==> config.mk <==
export PLATFORM = sky130hd
export DESIGN_NAME = dcache_ctrl
export DESIGN_NICKNAME = d
export VERILOG_FILES = /design/src/rtl/dcache_ctrl.sv
export SDC_FILE = /design/constraint.sdc
export NUM_CORES = 2
export LEC_CHECK = 0
export CORE_UTILIZATION = 64
export CTS_BUF_LIST = sky130_fd_sc_hd__clkbuf_4 sky130_fd_sc_hd__clkbuf_8
export DETAILED_ROUTE_END_ITERATION = 6
export GPL_TIMING_DRIVEN = 0
export HOLD_SLACK_MARGIN = 0.05
export PLACE_DENSITY = 0.83
export SLEW_MARGIN = 20
export SYNTH_ARGS = -nofsm -noshare
export SYNTH_HDL_FRONTEND = slang
export SYNTH_SLANG_ARGS = --single-unit
==> constraint.sdc <==
create_clock -name clk_i -period 9.17 [get_ports clk_i]
set_input_delay 2.2925 -clock clk_i [delete_from_list [all_inputs] [get_ports clk_i]]
set_output_delay 2.2925 -clock clk_i [all_outputs]
set_load 0.005 [all_outputs]
==> src/rtl/dcache_ctrl.sv <==
`default_nettype none
// ============================================================================
// Module      : dcache_ctrl
// Description : Direct-mapped, write-back, write-allocate data-cache
//               controller for the MEM stage. A hit returns the load word in
//               the same cycle or updates the line on a store. A miss stalls
//               the pipeline while the controller writes back a dirty victim
//               and then refills the line from a multi-cycle 128-bit memory.
// Revision    : 1.0 - initial release
// ----------------------------------------------------------------------------
// Ports
//   clk_i        in   1    clock
//   start_i      in   1    synchronous active-low reset
//   cpu_req_i    in   1    MEM-stage access valid
//   cpu_we_i     in   1    1 = store, 0 = load
//   cpu_addr_i   in   32   word-aligned byte address
//   cpu_wdata_i  in   32   store data
//   cpu_rdata_o  out  32   load data (non-zero only on a load hit)
//   stall_o      out  1    pipeline stall request
//   mem_req_o    out  1    memory transaction request
//   mem_we_o     out  1    1 = block write, 0 = block read
//   mem_addr_o   out  32   block address (low 4 bits zero)
//   mem_wdata_o  out  128  victim block
//   mem_ack_i    in   1    transaction done (only honoured while mem_req_o)
//   mem_rdata_i  in   128  refill block, valid with mem_ack_i
// ============================================================================
module dcache_ctrl #(
  parameter int INDEX_W = 4
) (
  input  logic         clk_i,
  input  logic         start_i,
  input  logic         cpu_req_i,
  input  logic         cpu_we_i,
  input  logic [31:0]  cpu_addr_i,
  input  logic [31:0]  cpu_wdata_i,
  output logic [31:0]  cpu_rdata_o,
  output logic         stall_o,
  output logic         mem_req_o,
  output logic         mem_we_o,
  output logic [31:0]  mem_addr_o,
  output logic [127:0] mem_wdata_o,
  input  logic         mem_ack_i,
  input  logic [127:0] mem_rdata_i
);

  localparam int c_sets = 1 << INDEX_W;
  localparam int c_tagW = 28 - INDEX_W;

  typedef enum logic [1:0] {
    IDLE    = 2'd0,
    WBACK   = 2'd1,
    REFILL  = 2'd2,
    RESOLVE = 2'd3
  } state_t;

  state_t r_state;
  state_t w_nextState;

  // Line storage: valid/dirty are reset, tag/data arrays are not.
  logic [c_sets-1:0] r_valid;
  logic [c_sets-1:0] r_dirty;
  logic [c_tagW-1:0] r_tag  [c_sets];
  logic [127:0]      r_data [c_sets];

  // Miss context captured when leaving IDLE; the memory side is driven only
  // from these registers so it cannot glitch with the CPU address.
  logic [INDEX_W-1:0] r_missIdx;
  logic [c_tagW-1:0]  r_missTag;
  logic [c_tagW-1:0]  r_victimTag;

  // Address decode of the current CPU access.
  logic [1:0]         w_word;
  logic [INDEX_W-1:0] w_idx;
  logic [c_tagW-1:0]  w_tag;
  logic               w_hit;
  logic               w_victimDirty;
  logic               w_unusedAddrBits;

  assign w_word           = cpu_addr_i[3:2];
  assign w_idx            = cpu_addr_i[4+INDEX_W-1:4];
  assign w_tag            = cpu_addr_i[31:4+INDEX_W];
  assign w_unusedAddrBits = ^cpu_addr_i[1:0];

  assign w_hit         = r_valid[w_idx] && (r_tag[w_idx] == w_tag);
  assign w_victimDirty = r_valid[w_idx] && r_dirty[w_idx];

  // Events that modify the arrays, shared by both sequential processes.
  logic w_idleMiss;
  logic w_storeHit;
  logic w_wbackDone;
  logic w_refillDone;

  assign w_idleMiss   = (r_state == IDLE) && cpu_req_i && !w_hit;
  assign w_storeHit   = (r_state == IDLE) && cpu_req_i && w_hit && cpu_we_i;
  assign w_wbackDone  = (r_state == WBACK)  && mem_ack_i;
  assign w_refillDone = (r_state == REFILL) && mem_ack_i;

  // --------------------------------------------------------------------------
  // State register
  // --------------------------------------------------------------------------
  always_ff @(posedge clk_i) begin
    if (!start_i) begin
      r_state <= IDLE;
    end else begin
      r_state <= w_nextState;
    end
  end

  // --------------------------------------------------------------------------
  // Next-state and output decode
  // --------------------------------------------------------------------------
  always_comb begin
    w_nextState = r_state;
    stall_o     = 1'b0;
    cpu_rdata_o = 32'h0;
    mem_req_o   = 1'b0;
    mem_we_o    = 1'b0;
    mem_addr_o  = 32'h0;
    mem_wdata_o = 128'h0;

    case (r_state)
      IDLE: begin
        if (cpu_req_i) begin
          if (w_hit) begin
            if (!cpu_we_i) begin
              cpu_rdata_o = r_data[w_idx][{w_word, 5'b0} +: 32];
            end
          end else begin
            // Stall in the same cycle so the access is held until resolved.
            stall_o     = 1'b1;
            w_nextState = w_victimDirty ? WBACK : REFILL;
          end
        end
      end

      WBACK: begin
        stall_o     = 1'b1;
        mem_req_o   = 1'b1;
        mem_we_o    = 1'b1;
        mem_addr_o  = {r_victimTag, r_missIdx, 4'h0};
        mem_wdata_o = r_data[r_missIdx];
        if (mem_ack_i) begin
          w_nextState = REFILL;
        end
      end

      REFILL: begin
        stall_o    = 1'b1;
        mem_req_o  = 1'b1;
        mem_addr_o = {r_missTag, r_missIdx, 4'h0};
        if (mem_ack_i) begin
          w_nextState = RESOLVE;
        end
      end

      RESOLVE: begin
        // One bubble so the held access re-evaluates as a hit in IDLE.
        stall_o     = 1'b1;
        w_nextState = IDLE;
      end

      default: begin
        w_nextState = IDLE;
      end
    endcase
  end

  // --------------------------------------------------------------------------
  // Valid / dirty bits (reset)
  // --------------------------------------------------------------------------
  always_ff @(posedge clk_i) begin
    if (!start_i) begin
      r_valid <= '0;
      r_dirty <= '0;
    end else begin
      if (w_storeHit) begin
        r_dirty[w_idx] <= 1'b1;
      end
      if (w_wbackDone) begin
        r_dirty[r_missIdx] <= 1'b0;
      end
      if (w_refillDone) begin
        r_valid[r_missIdx] <= 1'b1;
        r_dirty[r_missIdx] <= 1'b0;
      end
    end
  end

  // --------------------------------------------------------------------------
  // Tag/data arrays and miss context (not reset; frozen on the reset edge so
  // an abandoned transaction leaves no trace)
  // --------------------------------------------------------------------------
  always_ff @(posedge clk_i) begin
    if (start_i) begin
      if (w_storeHit) begin
        r_data[w_idx][{w_word, 5'b0} +: 32] <= cpu_wdata_i;
      end
      if (w_idleMiss) begin
        r_missIdx   <= w_idx;
        r_missTag   <= w_tag;
        r_victimTag <= r_tag[w_idx];
      end
      if (w_refillDone) begin
        r_data[r_missIdx] <= mem_rdata_i;
        r_tag[r_missIdx]  <= r_missTag;
      end
    end
  end

endmodule
`default_nettype wire

# ---- Yosys cells after proc, flatten, opt, wreduce, memory -nomap -nowiden
# Memory sizes are Yosys's and may differ from the RTL's. A register that Yosys moved wholly into a read port is not among the register bits.
# Index checks and enable logic that the tools add are counted.
dict set report classes {
  add_sub_neg 1
  order_cmp 4
  eq_ne 8
  shifts 3
  mux 40
  bitwise 5
  n_reduce_logical 17
}
# operator count
set op_table {}
lappend op_table {{$mux 128} 4}
lappend op_table {{$mux 32} 4}
lappend op_table {{$reduce_or 128->1} 1}
lappend op_table {{$shift 32x9->128 const A} 1}
lappend op_table {{$shiftx 128x8->32} 1}
lappend op_table {{$shiftx 32x9->128} 1}
lappend op_table {{$mux 16} 5}
lappend op_table {{$pmux 32 s2} 1}
lappend op_table {{$and 16x16->16} 2}
lappend op_table {{$or 16x16->16} 2}
lappend op_table {{$eq 24x24->1} 1}
lappend op_table {{$not 16->16} 1}
lappend op_table {{$mux 1} 13}
lappend op_table {{$logic_and 1x1->1} 10}
lappend op_table {{$lt 4x5->1 const B} 2}
lappend op_table {{$mux 2} 5}
lappend op_table {{$neg 7->9} 1}
lappend op_table {{$bmux 1 s4} 2}
lappend op_table {{$demux 1 s4} 2}
lappend op_table {{$ge 4x1->1 const B} 2}
lappend op_table {{$mux 4} 2}
lappend op_table {{$ne 2x2->1 const B} 4}
lappend op_table {{$pmux 2 s4} 1}
lappend op_table {{$eq 2x2->1 const B} 2}
lappend op_table {{8 further kinds} 8}
dict set report word_totals {
  reg_bits 86
  ram_bits 2432
  in_bits 197
  output_inout_bits 195
  wordCells 86
  memories 2
}
# name words width rd rd_clocked_by_memory_dff write_ports line_no
set memory_table {}
lappend memory_table {r_data 16 128 2 1 1 63} ;# logic [127:0] r_data [c_sets];
lappend memory_table {r_tag 16 24 1 0 1 62} ;# logic [c_tagW-1:0] r_tag [c_sets];

# ---- Depth between registers and ports, before layout
dict set report depth {
  word_depth 12
  ltp_mapped 15
  mapped_depth_nobuf 9
}

# ---- Worst setup path after synthesis
# No wires, ideal clock.
dict set report synth_timing {
  kind {input to output}
  start {input port cpu_addr_i[4]}
  end {output port cpu_rdata_o[10]}
  arrival_time_ns 5.748
  required_time_ns 6.878
  setup_slack_ns 1.129
  stages 11
  n_path_buf 7
  cell_sequence {buf_2 > buf_4 > buf_4 > buf_2 > buf_2 > clkbuf_1 > buf_1 > mux4_2 > mux4_2 > mux4_2 > nor2b_1}
}
dict set report synth_between {
  elab_chain_len 6
  word_cells_on_any_way 11
  classes_between {1 x eq/ne; 1 x shift; 6 x mux; 1 x reduce/logical; 2 x memory}
}
# element line_no
set synth_rtl {}
lappend synth_rtl {{from (decl)} 34} ;# input logic [31:0] cpu_addr_i,
lappend synth_rtl {{$mem_v2 16x128 (tied with other cells)} n/a}
lappend synth_rtl {{$shiftx 128x8->32 (tied with other cells)} 126} ;# cpu_rdata_o = r_data[w_idx][{w_word, 5'b0} +: 32];
lappend synth_rtl {{$mux 32 / $logic_and 1x1->1 (equally long branches)} {125, 84}}
lappend synth_rtl {{$mux 32 *} 124} ;# if (w_hit) begin
lappend synth_rtl {{$mux 32 *} 123} ;# if (cpu_req_i) begin
lappend synth_rtl {{$mux 32 *} 121} ;# case (r_state)
lappend synth_rtl {{to (decl)} 36} ;# output logic [31:0] cpu_rdata_o,
# Mark *: on every way between the ends. The rest lies on a longest branch, timed or not. The select of a mux whose other input is x is not followed.

# ---- Worst setup path after layout
dict set report layout_timing {
  start {input port cpu_addr_i[6]}
  end {output port cpu_rdata_o[0]}
}
# Same word-level chain as after synthesis.

==> results.txt <==
The floorplan has 154 rows. For the worst flop-to-flop path, the logic depth is 10. The portion of the clock cycle consumed by the worst path in the final layout came out at 101%. Synthesis inferred 2,522 register bits. Setup violations remaining at the end of the flow were counted as 14.

Dividing the detail-routed wire length by the instance count gives 45.5 µm. The filler cell count came out at 8,991. The minimum clock period after layout is 9250 ps. The clock-pin transition on the worst setup and hold timing paths came out at 60 ps. The number of DRC markers in iteration 0 is 14,200. The clock tree synthesis step divided the H-tree into 5 levels. The worst vdd rail ir drop is 177 µV. Global routing finished with a remaining overflow of 0.

The post-synthesis mux area share is 28.1%. The area occupied by multi-input gates came out at 38,200 µm². In this run the worst hold path is classified as reg -> reg. The met1 demand-to-capacity share in global routing came out at 53.7%.

The die width came out at 425 µm. The checks that failed: design-rule violations, negative setup slack. The maximum root-to-sink buffer count came out at 4.

The DRC violations left came out at 3. The detailed router placed 71,700 vias in this run. The sequential cells in the finished layout cover a total of 75,400 µm². The vertical die dimension is 425 µm. Cells fill 75.9% of the core in the end. The max-slew violation total from the final report came out at 0. The delay of the slowest critical-path stage is 710 ps. Max-cap violations in this run came to 0. The global placement routability congestion came out at 0.985.

The number of antenna violations at the first check in global routing came out at 61. TritonCTS created 407 clock buffers. In this run the register-to-register setup slack is 3470 ps.

The category of the most critical setup path is in -> out. The via count of the first global-routing pass came out at 69,900. Among all flip-flop cells after synthesis, the most frequent one is sky130_fd_sc_hd__edfxtp_1.

Compared with the post-synthesis result, the final layout area differs by 17.3%. The count of buffers added on input and output ports is 385. The leakage dissipation is 43.0 nW. STA classifies the critical path endpoint as an output port.

The total power consumption of the routed design came out at 27.2 mW. In this run the cell area of the synthesized design comes to 114,000 µm². In this run the most critical hold path is launched from r_valid[14]. The setup slack of the critical path after layout came out at -76.2 ps. The average footprint of a synthesized cell is 21.8 µm².

The area of the die is 180,000 µm². Traced cell by cell, the critical path runs through clkdlybuf4s50_1 -> clkbuf_4 -> clkinvlp_4 -> buf_2 -> buf_4 -> clkbuf_8 -> clkbuf_4 -> mux4_2 -> mux4_2 -> nor2b_2 -> clkdlybuf4s50_1. Global routing consumed, on the met2 layer, 62.8% of the routing resources. After synthesis, the share of flip-flops with an asynchronous set or reset is 0%.

For this design, the CTS-stage hold fixing added 0 buffers. The achievable clock frequency came out at 0.108 GHz. The busiest layer in global routing is met2.

STA puts the critical path data required time at 6880 ps. Along the worst path, the maximum fanout reaches 12. The initial utilization of the core area, before any placement, comes to 64.7%. Between clock sinks in the finished design, the worst skew comes to 73.8 ps.

STA puts the critical path data arrival time at 6950 ps. The number of top-level design ports is 392. The final wirelength is 404 mm.

The met3 capacity usage during global routing came out at 21.9%. The number of clock sinks came out at 2,522. The ratio of cells with drive above 1 in the final layout is 39.4%.

The number of stages on the worst hold path came out at 1. For this run, the post-layout net count is 6,386. The worst register-to-register path begins at r_tag[3][21]. The total iterations of the first detailed-routing run is 7.

The remaining antenna violation count after routing came out at 0. The xor/xnor cell area share of the yosys netlist is 0.153%. In the synthesized netlist, the number of instances is 5,238. The overall global routing resource usage is 45.2%. The run finished, with violations left. The first global-routing pass estimated 545 mm of wire. STA classifies the critical path startpoint as an input port. The total power divided by cell area is 203 nW/µm². By area, the combinational part of the netlist is dominated by multiplexers. The library cells used most frequently in the layout, excluding fill and tap cells, are sky130_fd_sc_hd__edfxtp_1 (2,484), sky130_fd_sc_hd__mux4_2 (1,384), sky130_fd_sc_hd__clkbuf_8 (432). The compound-cell area share of the yosys netlist came out at 2.17%. For the pin with the worst max-slew slack, the measured transition is 1470 ps.

Headroom to the max-slew limit came out at 1.81%. The leading cell type in the layout, fill and taps excluded is sky130_fd_sc_hd__edfxtp_1. The largest net degree at the start of global routing came out at 53. Summing the sequential cell areas from Yosys gives 65.9% of the chip area. The hold violation count in the final report came out at 0. The routed via count divided by cell count came out at 8.08.

Yosys mapped a number of flops with a built-in enable equal to 2,484. The synthesized-area fraction occupied by adder cells came out at 0.0985%. The path with the worst hold slack has its endpoint at r_valid[14]. The tree is rooted in a sky130_fd_sc_hd__clkbuf_8.

The critical path's slowest cell is sky130_fd_sc_hd__mux4_2. The number of warnings reported in the yosys synthesis log is 0. The number of distinct library cell variants in the gate-level netlist after synthesis came out at 66. The worst-skew pair later-pin latency is 1150 ps. The total area inside the core boundary comes to 177,000 µm². Summed over all nets, the half-perimeter wirelength after detailed placement is 275 mm.

TritonCTS built the clock tree. After Yosys synthesis, and, or, nand and nor cells account for 2.04% of the synthesized area. In this run the critical register-to-register path is captured at r_data[14][53].
[worst max-delay path: cells and delay by family]
kind	cells	cell delay [ps]
and+or+nand+nor	1	240
muxes	2	1250
buffers and inverters	8	3090
[synth_stat cells (all sizes together) (8+ instances only)]
| master | instances | area [µm²] |
|---|---|---|
| a21o | 16 | 120 |
| a21oi | 17 | 85.1 |
| a22o | 132 | 1160 |
| a22oi | 60 | 450 |
| a31oi | 9 | 56.3 |
| and2 | 136 | 851 |
| buf | 133 | 641 |
| clkbuf | 274 | 1030 |
| dfxtp | 38 | 761 |
| edfxtp | 2484 | 74600 |
| ha | 9 | 113 |
| inv | 32 | 120 |
| mux2 | 16 | 180 |
| mux2i | 77 | 771 |
| mux4 | 1384 | 31200 |
| nand2 | 86 | 323 |
| nand2b | 10 | 62.6 |
| nand3 | 9 | 50.1 |
| nor2 | 97 | 364 |
| nor2b | 64 | 400 |
| o211ai | 9 | 67.6 |
| o21ai | 38 | 190 |
| o22ai | 12 | 75.1 |
| or3 | 9 | 56.3 |
| xnor2 | 12 | 105 |
| xor2 | 8 | 70.1 |
[sequential cells by signal (all words and copies together) (netlist names), named ones only]
signal       cells
r_missIdx        4
r_state          2
r_dirty         16
r_victimTag     24
r_missTag       24
r_data        2048
r_tag          384
r_valid         16
[how the worst max path moves through the flow]
stage                     slack (ps)  cells after the start     startpoint              end
after floorplan                 1130                     11  cpu_addr_i[4]  cpu_rdata_o[10]
after global placement         -3320                     11  cpu_addr_i[5]    r_data[3][79]
after detailed placement       -2530                     16  cpu_addr_i[5]  cpu_rdata_o[11]
after CTS                          6                     16  cpu_addr_i[6]   cpu_rdata_o[4]
after global routing             -10                     13  cpu_addr_i[4]  cpu_rdata_o[14]
final                            -80                     11  cpu_addr_i[6]   cpu_rdata_o[0]
[area by class of cell]
class	count	share of cell area, %
Buffer	402	1.93
Clock buffer	547	5.03
Antenna cell	63	0.117
Multi-Input combinational cell	2279	28.4
Clock inverter	156	0.627
Inverter	33	0.0970
Tap cell	2340	2.18
Timing Repair Buffer	535	5.43
Sequential cell	2522	56.1
[layer usage]
layer	routed length (µm)	share of wire, %
met5	1190	0.29
met4	41600	10
met3	74600	18
met2	174000	43
met1	113000	28
[metrics by stage]
stage / cell area, µm² / TNS [ps] / cells / hold WS, ps / worst slack [ps]
finish: 134000 / -419 / 8877 / 450 / -76.2
global route: 134000 / -13.4 / 8838 / 475 / -13.4
CTS: 134000 / 0 / 8816 / 451 / 6.38
detailed placement: 125000 / -1038390 / 8113 / 436 / -2530
global placement: 121000 / -5766380 / 7966 / 428 / -3320
floorplan: 114000 / 0 / 5241 / 421 / 1130
[repair_timing]
item	CTS	global route
pin swaps	2	1
setup buffers	1	2
gates resized for setup	362	33
endpoints found under the setup margin	33	33
[cells by family after synthesis]
| kind of cell | after synthesis |
|---|---|
| other cells | 1 |
| xor+xnor | 20 |
| buf+inv | 440 |
| compound gates | 324 |
| fa+ha+maj | 9 |
| mux | 1477 |
| flops | 2522 |
| simple gates | 445 |
[power by group]
part	total, mW	leakage (nW)	switching [mW]	internal [mW]
clock network	9.46	4.03	4.53	4.93
registers	13.1	23.1	0.0970	13.0
logic	4.66	15.9	2.76	1.90
total	27.2	43.0	7.39	19.8
Note: power is estimated with default switching activity, not from simulation.
